**src/rtl/carbon_csr_init_seq.sv**
```systemverilog
// carbon_csr_init_seq: table-driven CSR initialisation sequencer.
// Walks ADDR_TABLE/DATA_TABLE through a CSR master after reset. The core is
// held in debug halt until every entry is written. After that a single
// run_pulse is issued. Failing entries are retried up to MAX_RETRY times.
// Optional read-back verification is built when CARBON_CSR_INIT_VERIFY_EN
// is defined.
module carbon_csr_init_seq #(
    parameter int unsigned               N_ENTRIES      = 2,
    parameter logic [N_ENTRIES*32-1:0]   ADDR_TABLE     = '0,
    parameter logic [N_ENTRIES*32-1:0]   DATA_TABLE     = '0,
    parameter logic [1:0]                PRIV           = 2'd1,
    parameter int unsigned               MAX_RETRY      = 2,
    parameter int unsigned               TIMEOUT_CYCLES = 255
) (
    input  logic        clk,
    input  logic        rst_n,
    output logic        m_start,
    output logic        m_write,
    output logic [31:0] m_addr,
    output logic [31:0] m_wdata,
    output logic [3:0]  m_wstrb,
    output logic [1:0]  m_priv,
    input  logic        m_busy,
    input  logic        m_done,
    input  logic        m_fault,
    input  logic [31:0] m_rdata,
    output logic        halt_req,
    output logic        run_pulse,
    output logic        init_done,
    output logic        init_error,
    output logic [3:0]  err_index
);

    localparam logic [3:0] LAST_IDX = 4'(N_ENTRIES - 1);
    localparam logic [2:0] MAX_R    = 3'(MAX_RETRY);
    localparam logic [7:0] TMO      = 8'(TIMEOUT_CYCLES);

    typedef enum logic [2:0] {
        S_ISSUE,
        S_WAIT,
        S_RELEASE,
        S_DONE,
        S_ERROR
`ifdef CARBON_CSR_INIT_VERIFY_EN
        , S_VISSUE,
        S_VWAIT
`endif
    } state_t;

    state_t      state;
    logic [3:0]  idx;
    logic [2:0]  retry;
    logic [7:0]  timer;

    // Tables are padded to 16 slots so a 4-bit idx indexes them exactly.
    logic [31:0] addr_tab [16];
    logic [31:0] data_tab [16];

    for (genvar g = 0; g < 16; g++) begin : g_tab
        if (g < N_ENTRIES) begin : g_used
            assign addr_tab[g] = ADDR_TABLE[32*g +: 32];
            assign data_tab[g] = DATA_TABLE[32*g +: 32];
        end else begin : g_pad
            assign addr_tab[g] = '0;
            assign data_tab[g] = '0;
        end
    end

    assign m_addr  = addr_tab[idx];
    assign m_wdata = data_tab[idx];
    assign m_wstrb = 4'hF;
    assign m_priv  = PRIV;

`ifdef CARBON_CSR_INIT_VERIFY_EN
    assign m_write = (state != S_VISSUE) && (state != S_VWAIT);
`else
    logic unused_rdata;
    assign m_write      = 1'b1;
    assign unused_rdata = ^m_rdata;
`endif

    // Sequencer: issue, wait/retry per entry, then release or trap on error.
    always_ff @(posedge clk or negedge rst_n) begin
        if (!rst_n) begin
            state      <= S_ISSUE;
            idx        <= '0;
            retry      <= '0;
            timer      <= '0;
            m_start    <= 1'b0;
            halt_req   <= 1'b1;
            run_pulse  <= 1'b0;
            init_done  <= 1'b0;
            init_error <= 1'b0;
            err_index  <= '0;
        end else begin
            m_start   <= 1'b0;
            run_pulse <= 1'b0;
            case (state)
                S_ISSUE: begin
                    if (!m_busy) begin
                        m_start <= 1'b1;
                        timer   <= '0;
                        state   <= S_WAIT;
                    end
                end
                S_WAIT: begin
                    if (timer != 8'hFF) timer <= timer + 8'd1;
                    if (m_done && !m_fault) begin
`ifdef CARBON_CSR_INIT_VERIFY_EN
                        state <= S_VISSUE;
`else
                        if (idx == LAST_IDX) begin
                            state <= S_RELEASE;
                        end else begin
                            idx   <= idx + 4'd1;
                            retry <= '0;
                            state <= S_ISSUE;
                        end
`endif
                    end else if (m_done || (timer == TMO)) begin
                        if (retry < MAX_R) begin
                            retry <= retry + 3'd1;
                            state <= S_ISSUE;
                        end else begin
                            init_error <= 1'b1;
                            err_index  <= idx;
                            state      <= S_ERROR;
                        end
                    end
                end
`ifdef CARBON_CSR_INIT_VERIFY_EN
                S_VISSUE: begin
                    if (!m_busy) begin
                        m_start <= 1'b1;
                        timer   <= '0;
                        state   <= S_VWAIT;
                    end
                end
                S_VWAIT: begin
                    if (timer != 8'hFF) timer <= timer + 8'd1;
                    if (m_done && !m_fault && (m_rdata == data_tab[idx])) begin
                        if (idx == LAST_IDX) begin
                            state <= S_RELEASE;
                        end else begin
                            idx   <= idx + 4'd1;
                            retry <= '0;
                            state <= S_ISSUE;
                        end
                    end else if (m_done || (timer == TMO)) begin
                        // A bad read-back costs a retry and rewrites the entry.
                        if (retry < MAX_R) begin
                            retry <= retry + 3'd1;
                            state <= S_ISSUE;
                        end else begin
                            init_error <= 1'b1;
                            err_index  <= idx;
                            state      <= S_ERROR;
                        end
                    end
                end
`endif
                S_RELEASE: begin
                    halt_req  <= 1'b0;
                    run_pulse <= 1'b1;
                    init_done <= 1'b1;
                    state     <= S_DONE;
                end
                S_DONE, S_ERROR: ;
                default: ;
            endcase
        end
    end

endmodule

```
**config.mk**
```make
export PLATFORM = sky130hd
export DESIGN_NAME = carbon_csr_init_seq
export DESIGN_NICKNAME = d
export VERILOG_FILES = /design/src/rtl/carbon_csr_init_seq.sv
export SDC_FILE = /design/constraint.sdc
export NUM_CORES = 1
export LEC_CHECK = 0
export BUFFER_PORTS_ARGS = -buffer_cell sky130_fd_sc_hd__buf_2
export CELL_PAD_IN_SITES_DETAIL_PLACEMENT = 1
export CELL_PAD_IN_SITES_GLOBAL_PLACEMENT = 2
export CORE_MARGIN = 2
export CORE_UTILIZATION = 23
export DETAILED_ROUTE_END_ITERATION = 7
export PLACE_DENSITY = 0.91
export SETUP_SLACK_MARGIN = 0.15
export SYNTH_ARGS = -nofsm -noshare
export SYNTH_HDL_FRONTEND = slang
export SYNTH_SLANG_ARGS = --single-unit
```
**constraint.sdc**
```tcl
create_clock -name clk -period 2 [get_ports clk]
set_clock_uncertainty 0.05 [all_clocks]
set_input_delay 0.4 -clock clk [delete_from_list [all_inputs] [get_ports clk]]
set_output_delay 0.4 -clock clk [all_outputs]
set_load 0.005 [all_outputs]
```
== After elaboration in Yosys (flattened, before gate mapping) ==
Memory sizes are Yosys's and may differ from the RTL's.
Cells that the tools add are included.
Word-level totals
  flip-flop bits (word level): 27
  bits in latches: 0
  RAM bits: 0
  bits in read-only memories: 512
  word-level logic and storage cells: 60
  memories kept: 1
Memory list
  (no name shown): words 16, width 32, read ports 1, clocked after Yosys merged registers in 0, wr ports 0, line 70  | assign m_wdata = data_tab[idx];
Cells by class
  add/sub/neg operators: 3
  multiply operators: 0
  divide/modulo/power cells: 0
  order comparisons: 2
  eq/ne operators: 9
  shift-type cells: 0
  mux-type cells: 18
  bitwise logic cells: 4
  reduce and logical (&&, ||, !) cells: 13
Operators by type and width (count)
  two-way mux 32 bit: 2
  two-way mux 3 bit: 8
  two-way mux 8 bit: 2
  one-hot mux 8 bit (2 select lines): 1
  one-hot mux 3 bit (3 select lines): 1
  AND reduction 3 bit: 3
  adder 8 x 1 -> 8 bit, second input constant: 1
  equality test 8 bit, second input constant: 1
  != test 8 bit, second input constant: 1
  AND reduction 4 bit: 2
  != test 2 bit, second input constant: 3
  nonzero test 2 bit: 3
  greater-or-equal comparator 5 bit, second input constant: 1
  NOT 4 -> 5 bit: 1
  adder 4 x 1 -> 4 bit, second input constant: 1
  equality test 4 x 1 -> 1 bit, second input constant: 1
  adder 3 x 1 -> 3 bit, second input constant: 1
  equality test 3 x 1 -> 1 bit, second input constant: 1
  equality test 3 x 2 -> 1 bit, second input constant: 1
  logical NOT 3 bit: 1
  < comparator 3 x 2 -> 1 bit, second input constant: 1
  two-way mux 1 bit: 3
  != test 3 bit, second input constant: 1
  NOT 1 bit: 3
  other kinds (5): 5

== Longest topological paths before layout ==
Gate-level depths: netlist of the first run.
  word-level depth: 5
  depth in mapped cells: 6
  mapped depth without buffers: 6

== Worst setup path after synthesis of the first run ==
OpenSTA, ideal clock, no wires.
  path type: register to register
  start: reg state[1]
  end: reg retry[1]
  library setup time: 122 ps
  arrival time: 1438 ps
  required time: 1828 ps
  setup slack: 390 ps
  stages on the path, launching flop included: 6
  buffers on the path: 1
  clock period less this slack: 1610 ps
  path through: dfrtp_1 > or3b_1 > buf_2 > nor3b_4 > inv_1 > a32o_1
Between the ends
  word-level cells in the longest chain between the ends: 2
RTL lines
  start, declared: line 50  | state_t state;
  start signal, assigned: line 85  | state <= S_ISSUE;
  start signal, assigned: line 103  | state <= S_WAIT;
  start signal, assigned: line 113  | state <= S_RELEASE;
  equality test 3 x 1 -> 1 bit: line 98  | case (state)
  AND reduction 4 bit (no line)
  end signal, assigned: line 122  | retry <= retry + 3'd1;
  end, declared: line 52  | logic [2:0] retry;
No other way between the ends.
A chain may end at the register's enable or synchronous reset.

== Worst setup path after layout of the first run ==
  start: reg state[0]
  end: reg retry[2]
The elaborated chain is that of the path after synthesis.

==> flow_metrics.tcl, run 1 <==
set metrics [dict create \
    status "finished clean" \
    synth_top_area_cell "dfrtp_1" \
    finalSetupViolCount 0 \
    path_max_fanout 7 \
    endpoint "retry[2]" \
    intPower_mw 0.699 \
    fin_tns_setup_ns 0 \
    fillers 926 \
    critPathArrivalTime_ns 1.87 \
    async_flop_share_pct 100 \
    root_buffer "clkbuf_8" \
    synthXorXnorAreaFrac_pct 1.91 \
    hold_viol_final 0 \
    total_power_mw 0.935 \
    io_pins 117 \
    hp-class "in2async" \
    synth-compound-area-share_pct 6.08 \
    p_per_area_nw_per_um2 522 \
    leakage_nw 0.957 \
    fmax_mhz 574 \
    ys.flop_type "dfrtp_1" \
    num_vias 1104 \
    clk_latency_ns 0.27 \
    regToRegSetupSlack_ns 0.26 \
    ant_nets 0 \
    drt_iter0_markers 38 \
    avgSynthCellArea_sq_um 9.58 \
    synth.area.top_cells "dfrtp_1 36%, buf_4 29%, mux2_2 3.1%, ha_1 2.7%, nand2b_1 2.4%" \
    fin_area_sq_um 1790 \
    synth_top_family_by_area "buffers and inverters" \
    cts_setup_buffers 0 \
    clock-sinks 27 \
    reg2reg_depth 4 \
    drive_above_1_share_pct 14.2 \
    cts_buffers 3 \
    startpoint "state[0]" \
    reg2reg_from "state[0]" \
    max-cap-violations 0 \
    post_cts_resize_count 0 \
    rsz0062_at_grt "no" \
    synth_edf_count 0 \
    remaining_drc_errors 0 \
    required_ns 2.12 \
    slew_headroom_pct 58.4 \
    finalNetCount 246 \
    grt_max_degree 28 \
    grt_pass1_vias 1009 \
    hold_buffers 0 \
    dp_hpwl_mm 2.46 \
    hold_slack_ns 0.0752 \
    ys_types 36 \
    synth_top_area_share_pct 35.5 \
    die_x_um 93.2 \
    path_clk_slew_ns 0.10 \
    grt_antenna_before_repair 0 \
    r2r_end "retry[2]" \
    drt_pass1_iterations 4 \
    yosysMostFrequentCell "buf_4" \
    syn_inst 191 \
    critical_path_class "reg2reg" \
    globalRouteOverflowTotal 0 \
    ir_worst_vdd_mv 0.372 \
    cts_max_level 1 \
    fin_crit_ns 1.74 \
    dp_cells 302 \
    grt_first_pass_wirelength_mm 4.89 \
    yosysSeqAreaShare_pct 37.0 \
    syn_area_sq_um 1830 \
    comb_power_share_pct 6.0 \
    dpl_cell_area_sq_um 1740 \
    muxShareOfSynthArea_pct 4.72 \
    ys_warn_count 0 \
    viasPerCell 3.61 \
    netSwitchingFraction_pct 25.3 \
    routed_wl_mm 3.13 \
    yosys-top-cells-count "71 x buf_4, 26 x dfrtp_1, 9 x nor2_1" \
    p_clk_share_pct 35.5 \
    die_height_um 93.2 \
    critPathCaptureType "register" \
    worst_pin_slew_ns 0.624 \
    finalNonFillerCells 306 \
    period_share_pct 87.1 \
    cts_buffer_depth 2 \
    synthAdderAreaFrac_pct 2.73 \
    io_buffers 13 \
    wl_per_cell_um 10.2 \
    row_count 32 \
    seq_power_share_pct 58.5 \
    core_sq_um 7730 \
    die_area_sq_um 8690 \
    areaGrowthSynthToFinish_pct -2.05 \
    globalplace.congestion 0.749 \
    cts_tree "yes" \
    grtUsageTotal_pct 6.98 \
    yosys.area_share.simple_pct 16.3 \
    synth-seq-cells 27 \
    switchingPower_mw 0.237 \
    initial_utilization_pct 23.7 \
    start_kind "register" \
    slew_viol_final 0 \
    antennaDiodeCount 0 \
]
critical path, cell delays in order (launching register included):
cell	delay (ns)
dfrtp_1	0.47
or3b_4	0.46
nor3b_4	0.34
inv_1	0.11
a32o_1	0.21
worst min-delay path by stage:
stage | from | end | slack (ns) | cells after the start
3_5_place_dp | init_done | init_done | 0.40 | 1
4_1_cts | rst_n | retry[1] | 0.1 | 1
6_report | rst_n | timer[0] | 0.08 | 1
2_1_floorplan | rst_n | err_index[0] | 0.05 | 0
5_1_grt | rst_n | retry[1] | 0.12 | 1
3_3_place_gp | rst_n | timer[1] | 0.40 | 1
power groups by stage:
stage | sequential, mW | clock (mW) | combinational, mW
after global placement | 0.558 | 0 | 0.0532
after global routing | 0.547 | 0.374 | 0.0680
after CTS | 0.547 | 0.354 | 0.0543
after floorplan | 0.558 | 0 | 0.135
final | 0.547 | 0.332 | 0.0565
after detailed placement | 0.558 | 0 | 0.0542
layout by cell type, fill, tap and decap left out, drive strengths merged, types with 4 or more instances in the layout:
| cell | netlist | final |
|---|---|---|
| conb | 2 | 71 |
| dfrtp | 26 | 26 |
| buf | 72 | 13 |
| nor2 | 9 | 9 |
| nand2 | 8 | 8 |
| nand2b | 7 | 7 |
| inv | 6 | 7 |
| a21oi | 5 | 5 |
| nand3 | 5 | 5 |
| mux2 | 5 | 5 |
| o31ai | 4 | 4 |
| ha | 4 | 4 |
cells by family after synthesis:
family                   Yosys count
other                              2
multiplexers                       8
buffers and inverters             79
AND/OR/NAND/NOR                   52
flip-flops                        27
XOR/XNOR                           4
AO/OA/AOI/OAI                     15
adder cells (fa/ha/maj)            4
layout make-up:
class                           instances  area, sq um  share of cell area, %
Clock buffer                            3         41.3                   2.30
Clock inverter                          1         8.76                  0.488
Inverter                                6         22.5                   1.26
Multi-Input combinational cell        154          851                   47.5
Sequential cell                        27          677                   37.8
Tap cell                              102          128                   7.12
Timing Repair Buffer                   13         65.1                   3.63
routing by layer:
metal	share of wire (%)	wire (um)	GRT usage, %
met4	0.26	8	0.735
met3	5.2	163	1.93
met1	43	1350	8.89
met5	0	0	0
met2	51	1610	12.2
through the flow:
stage                     setup WS, ns  utilization (%)
final                            0.258             23.2
after global routing             0.151             23.2
after floorplan                  0.390                -
after CTS                        0.162             23.2
after detailed placement         0.173             22.5
after global placement           0.244             22.5
registers in the layout, indices dropped and copies added, names as in the netlist:
| signal | count |
|---|---|
| err_index | 4 |
| halt_req | 1 |
| idx | 4 |
| init_done | 1 |
| init_error | 1 |
| m_start | 1 |
| retry | 3 |
| run_pulse | 1 |
| state | 3 |
| timer | 8 |
Power figures use the tool's default switching activity.
==> inputs of run 2 (changes only) <==
--- a/config.mk
+++ b/config.mk
@@ -11,6 +11,7 @@
 export CORE_MARGIN = 2
 export CORE_UTILIZATION = 23
 export DETAILED_ROUTE_END_ITERATION = 7
+export MAX_ROUTING_LAYER = met4
 export PLACE_DENSITY = 0.91
 export SETUP_SLACK_MARGIN = 0.15
 export SYNTH_ARGS = -nofsm -noshare
==> flow_metrics.tcl, run 2 (synthesis gave the netlist of run 1 again) <==
set metrics [dict create \
    globalRouteOverflowTotal 0 \
    root_buffer "clkbuf_8" \
    p_per_area_nw_per_um2 522 \
    path_max_fanout 7 \
    start_kind "register" \
    critPathArrivalTime_ns 1.87 \
    cts_buffer_depth 2 \
    period_share_pct 87.2 \
    cp_slowest_stage_delay_ns 0.47 \
    regArea_sq_um 677 \
    grt_pass1_vias 1009 \
    finalNetCount 246 \
    viasPerCell 3.59 \
    areaGrowthSynthToFinish_pct -2.05 \
    ir_worst_vdd_mv 0.372 \
    hold_viol_final 0 \
    globalplace.congestion 0.759 \
    grt_max_degree 28 \
    path_clk_slew_ns 0.10 \
    grt_first_pass_wirelength_mm 4.89 \
    regMostFlops "timer" \
    routed_wl_mm 3.14 \
    core_sq_um 7730 \
    critPathCaptureType "register" \
    antennaDiodeCount 0 \
    max-cap-violations 0 \
    cp_cell_sequence "or3b_4 > nor3b_4 > inv_1 > a32o_1" \
    ant_nets 0 \
    num_vias 1100 \
    finalSetupViolCount 0 \
    row_count 32 \
    die_x_um 93.2 \
    initial_utilization_pct 23.7 \
    grt_antenna_before_repair 0 \
    grtUsageTotal_pct 7.17 \
    hold_slack_ns 0.0750 \
    hold_buffers 0 \
    cp.buffers_inverters 1 \
    cts_tree "yes" \
    die_height_um 93.2 \
    slew_viol_final 0 \
    drive_above_1_share_pct 14.2 \
    worst_pin_slew_ns 0.624 \
    drt_pass1_iterations 4 \
    die_area_sq_um 8690 \
    fin_crit_ns 1.74 \
    final_cell_mix "71 x conb_1, 26 x dfrtp_1, 13 x buf_2, 9 x nor2_1, 8 x nand2_1" \
    clk_latency_ns 0.28 \
    cts_max_level 1 \
    dp_hpwl_mm 2.46 \
    largest_reg_flops 8 \
    regToRegSetupSlack_ns 0.26 \
    cts_setup_buffers 0 \
    largestRegisters "timer: 8 flops, err_index: 4 flops, idx: 4 flops" \
    critical-path-slowest-cell "dfrtp_1" \
    multiInputGateArea_sq_um 851 \
    remaining_drc_errors 0 \
    fmax_mhz 573 \
    drt_iter0_markers 38 \
    hp-class "in2async" \
    final_common_cell "conb_1" \
    rsz0062_at_grt "no" \
    leakage_nw 0.957 \
    slew_headroom_pct 58.4 \
    status "finished clean" \
    post_cts_resize_count 0 \
    io_buffers 13 \
    wl_per_cell_um 10.3 \
    fillers 926 \
    critical_path_class "reg2reg" \
    required_ns 2.12 \
    critical_path.top_delay_family "simple AND/OR/NAND/NOR gates" \
    io_pins 117 \
    cts_buffers 3 \
    clock-sinks 27 \
    fin_tns_setup_ns 0 \
]
[run 2: where the power goes]
part | total (mW) | internal [mW] | switching, mW
clock network | 0.332 | 0.146 | 0.186
registers | 0.547 | 0.547 | 0.000357
logic | 0.0566 | 0.00576 | 0.0508
[run 2: stage by stage]
stage               power (mW)  worst slack [ns]  cells  cell area [sq um]  utilization, %
floorplan                0.693             0.390    260               2090               -
global placement         0.611             0.244    302               1740            22.5
detailed placement       0.612             0.173    302               1740            22.5
CTS                      0.955             0.162    306               1790            23.2
global route             0.989             0.151    306               1790            23.2
finish                   0.935             0.255    306               1790            23.2
[run 2: worst register-to-register path: stages, from the launching register on]
cell and delay (ns):
dfrtp_1 0.47, or3b_4 0.46, nor3b_4 0.35, inv_1 0.11, a32o_1 0.21
[run 2: layout make-up]
class,count,share of cell area (%)
Clock inverter,1,0.488
Sequential cell,27,37.8
Multi-Input combinational cell,154,47.5
Timing Repair Buffer,13,3.63
Tap cell,102,7.12
Clock buffer,3,2.30
Inverter,6,1.26
[run 2: final timing paths]
check,from,end,depth (start not counted)
worst max register to register,state[0],retry[2],4
min in group clk,m_busy,state[0],4
worst min register to register,init_done,init_done,1
worst min-delay path,rst_n,timer[0],1
max in group asynchronous,rst_n,timer[4],1
worst max-delay path,state[0],retry[2],4
[run 2: routing by layer]
metal	up-vias	global-route usage, %	routed length (um)
li1	519	-	-
met1	540	8.89	1370
met2	41	12.2	1610
met3	0	1.93	166
met4	0	0.735	0
met5	-	-	0
==> inputs of run 3 (changes only) <==
--- a/config.mk
+++ b/config.mk
@@ -13,6 +13,7 @@
 export DETAILED_ROUTE_END_ITERATION = 7
 export MAX_ROUTING_LAYER = met4
 export PLACE_DENSITY = 0.91
+export RECOVER_POWER = 100
 export SETUP_SLACK_MARGIN = 0.15
 export SYNTH_ARGS = -nofsm -noshare
 export SYNTH_HDL_FRONTEND = slang
==> flow_metrics.tcl, run 3 (synthesis gave the netlist of run 1 again) <==
set metrics [dict create \
    required_ns 2.12 \
    die_height_um 93.2 \
    path_clk_slew_ns 0.10 \
    leakage_nw 0.941 \
    finalNonFillerCells 306 \
    fin_tns_setup_ns 0 \
    dpl_cell_area_sq_um 1740 \
    hold_slack_ns 0.412 \
    num_vias 1100 \
    hp-class "in2async" \
    remaining_drc_errors 0 \
    ant_nets 0 \
    routed_wl_mm 3.14 \
    max-cap-violations 1 \
    total_power_mw 0.935 \
    cts_setup_buffers 0 \
    grt_antenna_before_repair 0 \
    fmax_mhz 573 \
    dpl_worst_slack_ns 0.173 \
    antennaDiodeCount 0 \
    root_buffer "clkbuf_8" \
    grt_max_degree 28 \
    drt_iter0_markers 38 \
    r2r_end "retry[2]" \
    grt.met1_usage_pct 8.89 \
    regMostFlops "timer" \
    wl_per_cell_um 10.3 \
    finalNetCount 246 \
    path_max_fanout 7 \
    regToRegSetupSlack_ns 0.26 \
    io_buffers 13 \
    rsz0062_at_grt "no" \
    start_kind "register" \
    top_usage_layer "met2" \
    hold_viol_final 0 \
    ir_worst_vdd_mv 0.372 \
    period_share_pct 87.2 \
    clock-sinks 27 \
    largestRegisters "timer: 8 flops, err_index: 4 flops, idx: 4 flops" \
    post_cts_resize_count 0 \
    reg2reg_depth 4 \
    critical_path_class "reg2reg" \
    globalRouteOverflowTotal 0 \
    setup_slack_ns 0.255 \
    cts_buffers 3 \
    slew_headroom_pct 0.250 \
    drt_pass1_iterations 4 \
    finalSetupViolCount 0 \
    row_count 32 \
    die_area_sq_um 8690 \
    fin_area_sq_um 1790 \
    dp_cells 302 \
    grt_first_pass_wirelength_mm 4.89 \
    grt_use_met3_pct 1.93 \
    io_pins 117 \
    core_sq_um 7730 \
    final_common_cell "conb_1" \
    p_per_area_nw_per_um2 523 \
    grt_pass1_vias 1009 \
    gr-usage-met2_pct 12.2 \
    worst_pin_slew_ns 1.50 \
    finish.utilization_pct 23.1 \
    violations "max-capacitance violations" \
    viasPerCell 3.59 \
    areaGrowthSynthToFinish_pct -2.32 \
    grtUsageTotal_pct 7.17 \
    slew_viol_final 0 \
    globalplace.congestion 0.759 \
    final_cell_mix "71 x conb_1, 26 x dfrtp_1, 9 x nor2_1, 9 x buf_2, 8 x nand2_1" \
    cts_buffer_depth 2 \
    drive_above_1_share_pct 12.3 \
    critPathCaptureType "register" \
    clk_latency_ns 0.28 \
    reg2reg_from "state[0]" \
    startpoint "state[0]" \
    largest_reg_flops 8 \
    cts_max_level 1 \
    cts_tree "yes" \
    critPathArrivalTime_ns 1.87 \
    die_x_um 93.2 \
    initial_utilization_pct 23.7 \
    hold_buffers 0 \
    fin_crit_ns 1.74 \
    status "complete, but fails checks" \
    dp_hpwl_mm 2.46 \
]
## run 3: area by class of cell
cell class	count	area, sq um
multi-input combinational	154	851
fill	928	5940
sequential	27	677
inverter	6	22.5
clock buffer	3	41.3
clock inverter	1	8.76
timing repair buffer	13	60.1
tap	102	128
## run 3: critical path, stage by stage (launching register included)
cell     delay [ns]
dfrtp_1        0.47
or3b_4         0.46
nor3b_4        0.34
inv_1          0.11
a32o_1         0.21
## run 3: per-layer routing
metal	part of all wire, %	wire length (um)
met5	0	0
met4	0	0
met3	5.3	167
met2	51	1610
met1	43	1370
## run 3: report_power, final
| part | leakage (nW) | switching (mW) | internal [mW] |
|---|---|---|---|
| sequential | 0.361 | 0.000357 | 0.547 |
| combinational | 0.554 | 0.0508 | 0.00540 |
| clock | 0.0261 | 0.186 | 0.146 |
## run 3: worst max-delay path by stage
stage              endpoint  slack, ns
4_1_cts            retry[2]       0.16
5_1_grt        err_index[2]       0.15
6_report           retry[2]       0.26
2_1_floorplan      retry[1]       0.39
3_5_place_dp       retry[2]       0.17
3_3_place_gp   err_index[0]       0.24
